### config.mk
export PLATFORM = sky130hd
export DESIGN_NAME = instr_fetch_unit_flat
export DESIGN_NICKNAME = d
export VERILOG_FILES = /design/src/rtl/fetch_pkg.sv /design/src/rtl/instr_fetch_unit_if.sv /design/src/rtl/fetch_fifo.sv /design/src/rtl/instr_fetch_unit.sv /design/src/flat_wrapper.sv
export SDC_FILE = /design/constraint.sdc
export NUM_CORES = 1
export LEC_CHECK = 0
export ABC_AREA = 1
export CAP_MARGIN = 20
export CORE_MARGIN = 4
export CORE_UTILIZATION = 43
export CTS_BUF_LIST = sky130_fd_sc_hd__clkbuf_8
export DETAILED_ROUTE_END_ITERATION = 10
export DONT_BUFFER_PORTS = 1
export PLACE_DENSITY = 0.63
export SLEW_MARGIN = 20
export SYNTH_ARGS = -nofsm -noshare
export SYNTH_HDL_FRONTEND = slang
export SYNTH_SLANG_ARGS = --single-unit
### constraint.sdc
create_clock -name clk -period 4.9 [get_ports clk]
set_clock_uncertainty 0.05 [all_clocks]
set_input_delay 0.98 -clock clk [delete_from_list [all_inputs] [get_ports clk]]
set_output_delay 0.98 -clock clk [all_outputs]
set_load 0.01 [all_outputs]
### src/rtl/fetch_pkg.sv
// Shared types and helpers for the instruction fetch stage.
package fetch_pkg;

    localparam int unsigned ADDR_W      = 32;
    localparam int unsigned INSTR_W     = 32;
    localparam int unsigned INSTR_BYTES = 4;

    typedef struct packed {
        logic [ADDR_W-1:0]  pc;
        logic [INSTR_W-1:0] instr;
    } fetch_entry_t;

    // Next sequential PC; wraps modulo 2^ADDR_W.
    function automatic logic [ADDR_W-1:0] pc_inc(input logic [ADDR_W-1:0] pc);
        return pc + ADDR_W'(INSTR_BYTES);
    endfunction

    function automatic logic [ADDR_W-1:0] pc_align(input logic [ADDR_W-1:0] pc);
        return {pc[ADDR_W-1:2], 2'b00};
    endfunction

endpackage

### src/rtl/instr_fetch_unit_if.sv
// Fetch-stage buses: imem request/response and decode-side valid/ready.
interface instr_fetch_unit_if #(
    parameter int unsigned ADDR_WIDTH  = 32,
    parameter int unsigned INSTR_WIDTH = 32
);
    logic                   imem_req_valid;
    logic                   imem_req_ready;
    logic [ADDR_WIDTH-1:0]  imem_req_addr;
    logic                   imem_rsp_valid;
    logic [INSTR_WIDTH-1:0] imem_rsp_data;
    logic                   if_valid;
    logic                   if_ready;
    logic [ADDR_WIDTH-1:0]  if_pc;
    logic [INSTR_WIDTH-1:0] if_instr;

    modport master (
        output imem_req_valid, imem_req_addr, if_valid, if_pc, if_instr,
        input  imem_req_ready, imem_rsp_valid, imem_rsp_data, if_ready
    );

    modport slave (
        input  imem_req_valid, imem_req_addr, if_valid, if_pc, if_instr,
        output imem_req_ready, imem_rsp_valid, imem_rsp_data, if_ready
    );
endinterface

### src/rtl/fetch_fifo.sv
// Fetch queue of {pc, instr} entries with flush and same-cycle push/pop (also when full).
module fetch_fifo
    import fetch_pkg::*;
#(
    parameter  int unsigned DEPTH = 4,
    localparam int unsigned CNT_W = $clog2(DEPTH + 1)
) (
    input  logic             clk,
    input  logic             rst_n,
    input  logic             i_flush,
    input  logic             i_push,
    input  fetch_entry_t     i_push_data,
    input  logic             i_pop,
    output fetch_entry_t     o_head,
    output logic [CNT_W-1:0] o_count,
    output logic             o_empty,
    output logic             o_full
);
    localparam int unsigned PTR_W = $clog2(DEPTH);

    fetch_entry_t     r_mem [DEPTH];
    logic [PTR_W-1:0] r_wr_ptr;
    logic [PTR_W-1:0] r_rd_ptr;
    logic [CNT_W-1:0] r_count;
    logic             w_do_pop;
    logic             w_do_push;

    assign o_empty   = (r_count == '0);
    assign o_full    = (r_count == CNT_W'(DEPTH));
    assign o_count   = r_count;
    assign o_head    = r_mem[r_rd_ptr];
    assign w_do_pop  = i_pop && !o_empty;
    // A full queue still takes a push when the head leaves in the same cycle.
    assign w_do_push = i_push && (!o_full || w_do_pop);

    always_ff @(posedge clk or negedge rst_n) begin
        if (!rst_n) begin
            r_wr_ptr <= '0;
            r_rd_ptr <= '0;
            r_count  <= '0;
            for (int i = 0; i < int'(DEPTH); i++) begin
                r_mem[i] <= '0;
            end
        end else if (i_flush) begin
            r_wr_ptr <= '0;
            r_rd_ptr <= '0;
            r_count  <= '0;
        end else begin
            if (w_do_push) begin
                r_mem[r_wr_ptr] <= i_push_data;
                r_wr_ptr        <= r_wr_ptr + PTR_W'(1);
            end
            if (w_do_pop) begin
                r_rd_ptr <= r_rd_ptr + PTR_W'(1);
            end
            case ({w_do_push, w_do_pop})
                2'b10:   r_count <= r_count + CNT_W'(1);
                2'b01:   r_count <= r_count - CNT_W'(1);
                default: r_count <= r_count;
            endcase
        end
    end

endmodule

### src/rtl/instr_fetch_unit.sv
// Instruction fetch: owns the fetch PC, issues credit-limited in-order imem requests,
// queues responses with their PCs, and flushes/drops in-flight words on redirect.
module instr_fetch_unit
    import fetch_pkg::*;
#(
    parameter int unsigned           ADDR_WIDTH      = 32,
    parameter int unsigned           INSTR_WIDTH     = 32,
    parameter int unsigned           FIFO_DEPTH      = 4,
    parameter int unsigned           MAX_OUTSTANDING = 2,
    parameter logic [ADDR_WIDTH-1:0] RESET_PC        = '0
) (
    input  logic                  clk,
    input  logic                  rst_n,
    input  logic                  redirect_valid,
    input  logic [ADDR_WIDTH-1:0] redirect_pc,
    output logic [ADDR_WIDTH-1:0] fetch_pc,
    instr_fetch_unit_if.master    bus
);
    localparam int unsigned OUT_W = $clog2(MAX_OUTSTANDING + 1);
    localparam int unsigned CNT_W = $clog2(FIFO_DEPTH + 1);
    localparam int unsigned SUM_W = ((OUT_W > CNT_W) ? OUT_W : CNT_W) + 1;

    // Queue entries use the package struct, so the widths must agree with it.
    if (ADDR_WIDTH != ADDR_W || INSTR_WIDTH != INSTR_W) begin : g_width_check
        $error("instr_fetch_unit: ADDR_WIDTH/INSTR_WIDTH must match fetch_pkg");
    end

    logic [ADDR_WIDTH-1:0] r_fetch_pc;
    logic [ADDR_WIDTH-1:0] r_rsp_pc;
    logic [OUT_W-1:0]      r_out_cnt;
    logic [OUT_W-1:0]      r_drop_cnt;
    logic                  r_active;

    logic [OUT_W-1:0]      w_live;
    logic [SUM_W-1:0]      w_credit_used;
    logic                  w_req_valid;
    logic                  w_accept;
    logic                  w_drop;
    logic                  w_push;
    logic                  w_pop;
    logic                  w_if_valid;
    logic [ADDR_WIDTH-1:0] w_redirect_pc;
    fetch_entry_t          w_push_data;
    fetch_entry_t          w_head;
    logic [CNT_W-1:0]      w_count;
    logic                  w_empty;
    logic                  w_full;

    // Issue credit: queued entries plus live in-flight words may never exceed the queue.
    assign w_live        = r_out_cnt - r_drop_cnt;
    assign w_credit_used = SUM_W'(w_count) + SUM_W'(w_live);
    assign w_req_valid   = r_active && !redirect_valid
                        && (r_out_cnt < OUT_W'(MAX_OUTSTANDING))
                        && (w_credit_used < SUM_W'(FIFO_DEPTH));
    assign w_accept      = w_req_valid && bus.imem_req_ready;

    assign w_drop        = bus.imem_rsp_valid && (r_drop_cnt != '0);
    assign w_push        = bus.imem_rsp_valid && (r_drop_cnt == '0) && !redirect_valid;
    assign w_push_data   = '{pc: r_rsp_pc, instr: bus.imem_rsp_data};
    assign w_if_valid    = !w_empty && !redirect_valid;
    assign w_pop         = w_if_valid && bus.if_ready;
    assign w_redirect_pc = pc_align(redirect_pc);

    assign bus.imem_req_valid = w_req_valid;
    assign bus.imem_req_addr  = r_fetch_pc;
    assign bus.if_valid       = w_if_valid;
    assign bus.if_pc          = w_head.pc;
    assign bus.if_instr       = w_head.instr;
    assign fetch_pc           = r_fetch_pc;

    // PC, outstanding and drop bookkeeping.
    always_ff @(posedge clk or negedge rst_n) begin
        if (!rst_n) begin
            r_fetch_pc <= RESET_PC;
            r_rsp_pc   <= RESET_PC;
            r_out_cnt  <= '0;
            r_drop_cnt <= '0;
            r_active   <= 1'b0;
        end else begin
            r_active  <= 1'b1;
            r_out_cnt <= r_out_cnt + OUT_W'(w_accept) - OUT_W'(bus.imem_rsp_valid);
            if (redirect_valid) begin
                r_fetch_pc <= w_redirect_pc;
                r_rsp_pc   <= w_redirect_pc;
                // A response landing in the redirect cycle is old-stream and already gone.
                r_drop_cnt <= r_out_cnt - OUT_W'(bus.imem_rsp_valid);
            end else begin
                if (w_accept) begin
                    r_fetch_pc <= pc_inc(r_fetch_pc);
                end
                if (w_drop) begin
                    r_drop_cnt <= r_drop_cnt - OUT_W'(1);
                end
                if (w_push) begin
                    r_rsp_pc <= pc_inc(r_rsp_pc);
                end
            end
        end
    end

    fetch_fifo #(
        .DEPTH (FIFO_DEPTH)
    ) u_fifo (
        .clk         (clk),
        .rst_n       (rst_n),
        .i_flush     (redirect_valid),
        .i_push      (w_push),
        .i_push_data (w_push_data),
        .i_pop       (w_pop),
        .o_head      (w_head),
        .o_count     (w_count),
        .o_empty     (w_empty),
        .o_full      (w_full)
    );

`ifndef SYNTHESIS
    always_ff @(posedge clk) begin
        if (rst_n) begin
            assert (!(bus.imem_rsp_valid && (r_out_cnt == '0)));
            assert (!(w_push && w_full && !w_pop));
            assert (r_drop_cnt <= r_out_cnt);
        end
    end
`endif

endmodule

### src/flat_wrapper.sv
// flat-port wrapper written by rule: the top's interface ports become plain ports
module instr_fetch_unit_flat import fetch_pkg::*;
#(
    parameter int unsigned           ADDR_WIDTH      = 32,
    parameter int unsigned           INSTR_WIDTH     = 32,
    parameter int unsigned           FIFO_DEPTH      = 4,
    parameter int unsigned           MAX_OUTSTANDING = 2,
    parameter logic [ADDR_WIDTH-1:0] RESET_PC        = '0
)
  (clk, rst_n, redirect_valid, redirect_pc, fetch_pc, bus_imem_req_valid, bus_imem_req_addr, bus_if_valid, bus_if_pc, bus_if_instr, bus_imem_req_ready, bus_imem_rsp_valid, bus_imem_rsp_data, bus_if_ready);
  instr_fetch_unit_if #(.ADDR_WIDTH(ADDR_WIDTH), .INSTR_WIDTH(INSTR_WIDTH)) bus_i ();
  input  logic clk;
  input  logic rst_n;
  input  logic redirect_valid;
  input  logic [ADDR_WIDTH-1:0] redirect_pc;
  output logic [ADDR_WIDTH-1:0] fetch_pc;
  output wire logic [$bits(bus_i.imem_req_valid)-1:0] bus_imem_req_valid;
  output wire logic [$bits(bus_i.imem_req_addr)-1:0] bus_imem_req_addr;
  output wire logic [$bits(bus_i.if_valid)-1:0] bus_if_valid;
  output wire logic [$bits(bus_i.if_pc)-1:0] bus_if_pc;
  output wire logic [$bits(bus_i.if_instr)-1:0] bus_if_instr;
  input wire logic [$bits(bus_i.imem_req_ready)-1:0] bus_imem_req_ready;
  input wire logic [$bits(bus_i.imem_rsp_valid)-1:0] bus_imem_rsp_valid;
  input wire logic [$bits(bus_i.imem_rsp_data)-1:0] bus_imem_rsp_data;
  input wire logic [$bits(bus_i.if_ready)-1:0] bus_if_ready;
  assign bus_imem_req_valid = bus_i.imem_req_valid;
  assign bus_imem_req_addr = bus_i.imem_req_addr;
  assign bus_if_valid = bus_i.if_valid;
  assign bus_if_pc = bus_i.if_pc;
  assign bus_if_instr = bus_i.if_instr;
  assign bus_i.imem_req_ready = bus_imem_req_ready;
  assign bus_i.imem_rsp_valid = bus_imem_rsp_valid;
  assign bus_i.imem_rsp_data = bus_imem_rsp_data;
  assign bus_i.if_ready = bus_if_ready;
  instr_fetch_unit #(.ADDR_WIDTH(ADDR_WIDTH), .INSTR_WIDTH(INSTR_WIDTH), .FIFO_DEPTH(FIFO_DEPTH), .MAX_OUTSTANDING(MAX_OUTSTANDING), .RESET_PC(RESET_PC)) u_core (.clk(clk), .rst_n(rst_n), .redirect_valid(redirect_valid), .redirect_pc(redirect_pc), .fetch_pc(fetch_pc), .bus(bus_i));
endmodule
* Yosys cells after proc, flatten, opt, wreduce, memory -nomap -nowiden *
Cells that the tools add are included.
Widths: inputs -> output; s select.

storage, ports and cells
  register bits after elaboration = 332
  bits in latches = 0
  RAM bits = 0
  memory bits (read-only) = 0
  bits of input ports = 70
  output and inout port bits = 130
  memories = 0

cells by class
  $add $sub $neg = 12
  multiply operators = 0
  divide/modulo/power cells = 0
  magnitude comparators = 5
  equality and inequality tests = 3
  shift operators = 0
  multiplexer cells = 18
  bitwise operators = 3
  reductions and logical operators = 26

operators with widths
  kind                   count
  $bwmux 256             1
  $mux 64                3
  $bmux 64 s2            1
  $demux 64 s2           1
  $mux 32                4
  $add 32x3->32 const B  2
  $logic_and 1x1->1      12
  $mux 2                 6
  $reduce_bool 2->1      6
  $ge 3x3->1 const B     2
  $not 2->3              2
  $pmux 3 s2             1
  $add 2x1->2 const B    2
  $add 3x2->4            1
  $lt 4x3->1 const B     1
  $sub 2x1->2            2
  $add 3x1->3 const B    1
  $eq 3x3->1 const B     1
  $logic_not 1->1        3
  $logic_not 3->1        1
  $lt 3x1->1 const B     1
  $mux 3                 1
  $reduce_bool 3->1      1
  $sub 3x1->3 const B    1
  10 further kinds       10

* Logic depth before layout (Yosys ltp) *
  word-level depth = 10
  gate-level depth with buffers = 14

* Hierarchy *
Synthesis repeated with hierarchy kept, for this count alone.

unflattened totals
  cells, all modules = 2220
  area, all modules = 16927.5 sq um

modules (own cells, without submodules)
  module            instances  cells each  area an instance (sq um)  sequential area each (sq um)
  fetch_fifo        1          1532        12187.9                   6581.3
  instr_fetch_unit  1          688         4739.5                    1626.6

* Least setup slack after synthesis *
Ideal clock, no wire load.

  path type = input-to-output
  start point = in redirect_valid
  end point = out bus_if_valid
  data arrival time = 1.785 ns
  data required time = 3.870 ns
  path slack = 2.085 ns
  stages = 4
  buffers on the path = 3
  cells stage by stage = buf_2 > clkbuf_1 > buf_1 > a31oi_1

on the way
  cells in the longest elaborated chain, start to end = 2

RTL lines
  element            line                    source
  start, declared    flat_wrapper.sv:14      input logic redirect_valid;
  $logic_not 1->1    instr_fetch_unit.sv:60  assign w_if_valid = !w_empty && !redirect_valid;
  $logic_and 1x1->1  instr_fetch_unit.sv:60
  end, declared      flat_wrapper.sv:19      output wire logic [$bits(bus_i.if_valid)-1:0] bus_if_valid;

Every way passes these cells.

* Worst setup path after layout *
  start point = reg u_core.u_fifo.r_rd_ptr[0]
  end point = out bus_if_pc[17]

on the way
  cells in the longest elaborated chain, start to end = 4

RTL lines
  element                                     line                source
  start, declared                             fetch_fifo.sv:23    logic [PTR_W-1:0] r_rd_ptr;
  start signal, assigned                      fetch_fifo.sv:54    r_rd_ptr <= r_rd_ptr + PTR_W'(1);
  $not 2->3 (implied by the code)             fetch_fifo.sv:31    assign o_head = r_mem[r_rd_ptr];
  $bmux 64 s2                                 fetch_fifo.sv:31
  $mux 64 (implied by the code) (2 in a row)  fetch_fifo.sv:31
  end, declared                               flat_wrapper.sv:20  output wire logic [$bits(bus_i.if_pc)-1:0] bus_if_pc;

Every way passes these cells. The select of a mux whose other input is x is not followed.

==> flow_summary.json <==
{
  "status": "complete, but fails checks",
  "violations": "negative hold slack",
  "clock-root-buffer": "clkbuf_8",
  "htreeDepth": 2,
  "grt.busiest_layer": "met2",
  "synth-seq-cells": 320,
  "die_area_um2": 42100,
  "cp-start-kind": "flop",
  "critPathRequiredTime_ps": 3870,
  "use_met1_pct": 30.8,
  "endpoint_kind": "output pin",
  "yosysSeqAreaShare_pct": 47.9,
  "fmax_ghz": 0.246,
  "ctsLongestPathBuffers": 3,
  "clk_pin_slew_ps": 60,
  "routed_via_density": 5.37,
  "rsz0062_at_grt": "no",
  "maxCapViolCount": 0,
  "dpl.hpwl_um": 28100,
  "grt_pass1_wl_um": 76600,
  "power_density_nw_per_um2": 514,
  "drtIter0Drc": 1129,
  "numCtsBuffers": 57,
  "syn2layout_area_growth_pct": 5.99,
  "core-area_um2": 38000,
  "drcViolationCount": 0,
  "yosysUniqueCellTypes": 35,
  "p_leak_nw": 9.05,
  "wl_um": 49100,
  "fin_crit_ps": 4060,
  "crit_fanout": 48,
  "reg2regPathDepth": 10,
  "crit_path_top_delay_cell": "dfrtp_4",
  "num_rows": 71,
  "n_antenna_cell": 0,
  "dr.pass1.iters": 5,
  "clock_latency_ps": 640,
  "grtUsageMet2_pct": 36.9,
  "worstMarginPinSlew_ps": 1130,
  "crit_type": "flop to output pin",
  "syn_inst": 2216,
  "grtUsageTotal_pct": 22.8,
  "use_met3_pct": 5.07,
  "cp_cell_sequence": "clkinv_2, buf_4, o21ai_0, o22ai_1",
  "start_util_pct": 44.0,
  "grt_pass1_vias": 13800,
  "overflow": 0,
  "cts_tree": "built",
  "port_buffers": 0,
  "hold_class": "input port to async pin",
  "vias": 14300,
  "layout.nets": 2193,
  "drv_slew": 0,
  "syn-cell-area_um2": 16700,
  "hold-worst-slack_ps": -28.4,
  "clock_sinks": 320,
  "max_stage_delay_ps": 670,
  "setup_viol": 0,
  "avgRoutedWirePerCell_um": 18.4,
  "vdd_drop_max_uv": 235,
  "die_w_um": 205,
  "cts_resized": 0,
  "die_h_um": 205,
  "crit_arrival_ps": 3030,
  "routabilityCongestion": 0.864,
  "final_antenna_net_count": 0,
  "grt_max_degree": 321,
  "period_share_pct": 82.8,
  "finalHoldViolCount": 13,
  "post_route_cells_drive_above_1_share_pct": 5.48,
  "syn_area_per_cell_um2": 7.54,
  "io_pins": 200,
  "grt_antenna_before_repair": 0,
  "slew_headroom_pct": 24.6,
  "setup_tns_ps": 0,
  "ys.warnings.count": 0,
  "cts_setup_buffers": 0
}
[path summary, 6_finish.rpt]
path	startpoint	endpoint	slack (ps)
max in group asynchronous	rst_n	u_core.r_rsp_pc[28]$_DFFE_PN0N_	4300
worst min-delay path	rst_n	u_core.u_fifo.r_mem[199]$_DFFE_PN0P_	-30
worst max-delay path	u_core.u_fifo.r_rd_ptr[0]$_DFFE_PN0P_	bus_if_pc[17]	840
min in group clk	bus_imem_rsp_data[28]	u_core.u_fifo.r_mem[156]$_DFFE_PN0P_	380
worst min register to register	u_core.u_fifo.r_mem[75]$_DFFE_PN0P_	u_core.u_fifo.r_mem[75]$_DFFE_PN0P_	420
worst max register to register	u_core.r_drop_cnt[0]$_DFFE_PN0P_	u_core.r_out_cnt[1]$_DFF_PN0_	1550
[logic make-up after synthesis]
group / Yosys count / synth area share [%]
AND/OR/NAND/NOR: 1070 / 25.2
flip-flops: 320 / 47.9
other: 2 / 0.0449
adder cells (fa/ha/maj): 12 / 0.943
AO/OA/AOI/OAI: 500 / 15.8
buffers and inverters: 276 / 8.27
XOR/XNOR: 36 / 1.89
[Yosys cell counts, drive strengths merged]
master  count  area share, %
clkbuf     90            2.0
a211oi      1          0.045
nor2      226            5.5
o311ai      1          0.052
inv        84            1.9
ha         11           0.82
fa          1           0.12
conb        2          0.045
o22ai      62            2.3
nor3        3          0.090
o211ai     16           0.72
xor2       27            1.4
dfrtp     320             48
nand3b      4           0.18
clkinv      5           0.11
xnor2       9           0.47
nand4       6           0.22
o21ai     404             12
nand3      54            1.7
a31oi       3           0.11
a21oi      11           0.33
o21bai      2          0.090
nand2     775             17
buf        97            4.3
and3        2          0.075
[through the flow]
step	setup WS, ps	utilization [%]	power [mW]	std cells	instance area [um^2]
after CTS	810	46.5	9.21	2663	17700
after global placement	1500	43.3	6.45	2562	16500
after global routing	635	46.6	9.72	2664	17700
after floorplan	2090	-	5.85	2221	16700
final	843	46.6	9.11	2664	17700
after detailed placement	1490	43.3	6.54	2562	16500
[area by class of cell]
| cell class | count | area [um^2] |
|---|---|---|
| flip-flops and latches | 320 | 8010 |
| multi-input cells | 1625 | 7350 |
| clock buffers | 76 | 1050 |
| inverters | 89 | 335 |
| well taps | 511 | 639 |
| repair buffers | 18 | 160 |
| fillers | 3869 | 20300 |
| clock inverters | 25 | 171 |
[state kept, by name (all words and copies together) (netlist names)]
| name | flops |
|---|---|
| u_core.r_active | 1 |
| u_core.r_rsp_pc | 30 |
| u_core.r_out_cnt | 2 |
| u_core.u_fifo.r_rd_ptr | 2 |
| u_core.u_fifo.r_wr_ptr | 2 |
| u_core.bus.imem_req_addr | 30 |
| u_core.u_fifo.r_mem | 248 |
| u_core.u_fifo.o_count | 3 |
| u_core.r_drop_cnt | 2 |
[worst max-delay path: cells and delay by family, from the launching register on]
kind / cells / cell delay, ps
buffers and inverters: 2 / 1080
flip-flops: 1 / 670
AO/OA/AOI/OAI: 2 / 620
[metal layers]
metal	up-vias	part of all wire, %
li1	6907	-
met1	6853	44
met2	464	47
met3	92	7.0
met4	0	2.7
met5	-	0
[placed cells by master, fill, tap and decap left out, types with 2 or more instances in the layout]
| cell type | count |
|---|---|
| o21ai_0 | 303 |
| bufinv_16 | 2 |
| conb_1 | 7 |
| a21oi_1 | 11 |
| nor2_8 | 4 |
| xnor2_1 | 9 |
| inv_2 | 5 |
| clkinv_1 | 2 |
| o211ai_1 | 16 |
| o21ai_1 | 101 |
| clkbuf_8 | 76 |
| nand4_1 | 6 |
| xor2_1 | 27 |
| dfrtp_1 | 318 |
| and3_1 | 2 |
| nor2_1 | 221 |
| buf_4 | 16 |
| ha_1 | 11 |
| inv_1 | 98 |
| o21bai_1 | 2 |
| nand3b_1 | 4 |
| nor3_1 | 3 |
| clkinv_2 | 5 |
| nand2_1 | 774 |
| a31oi_1 | 3 |
| o22ai_1 | 62 |
| buf_12 | 2 |
| nand3_1 | 52 |
[where the power goes]
part	switching [mW]	leakage [nW]	total, mW	internal [mW]
clock	1.14	0.694	2.62	1.49
sequential	0.595	4.21	3.92	3.33
combinational	1.80	4.14	2.56	0.753
total	3.54	9.05	9.11	5.57
(Power assumes the default switching activity.)
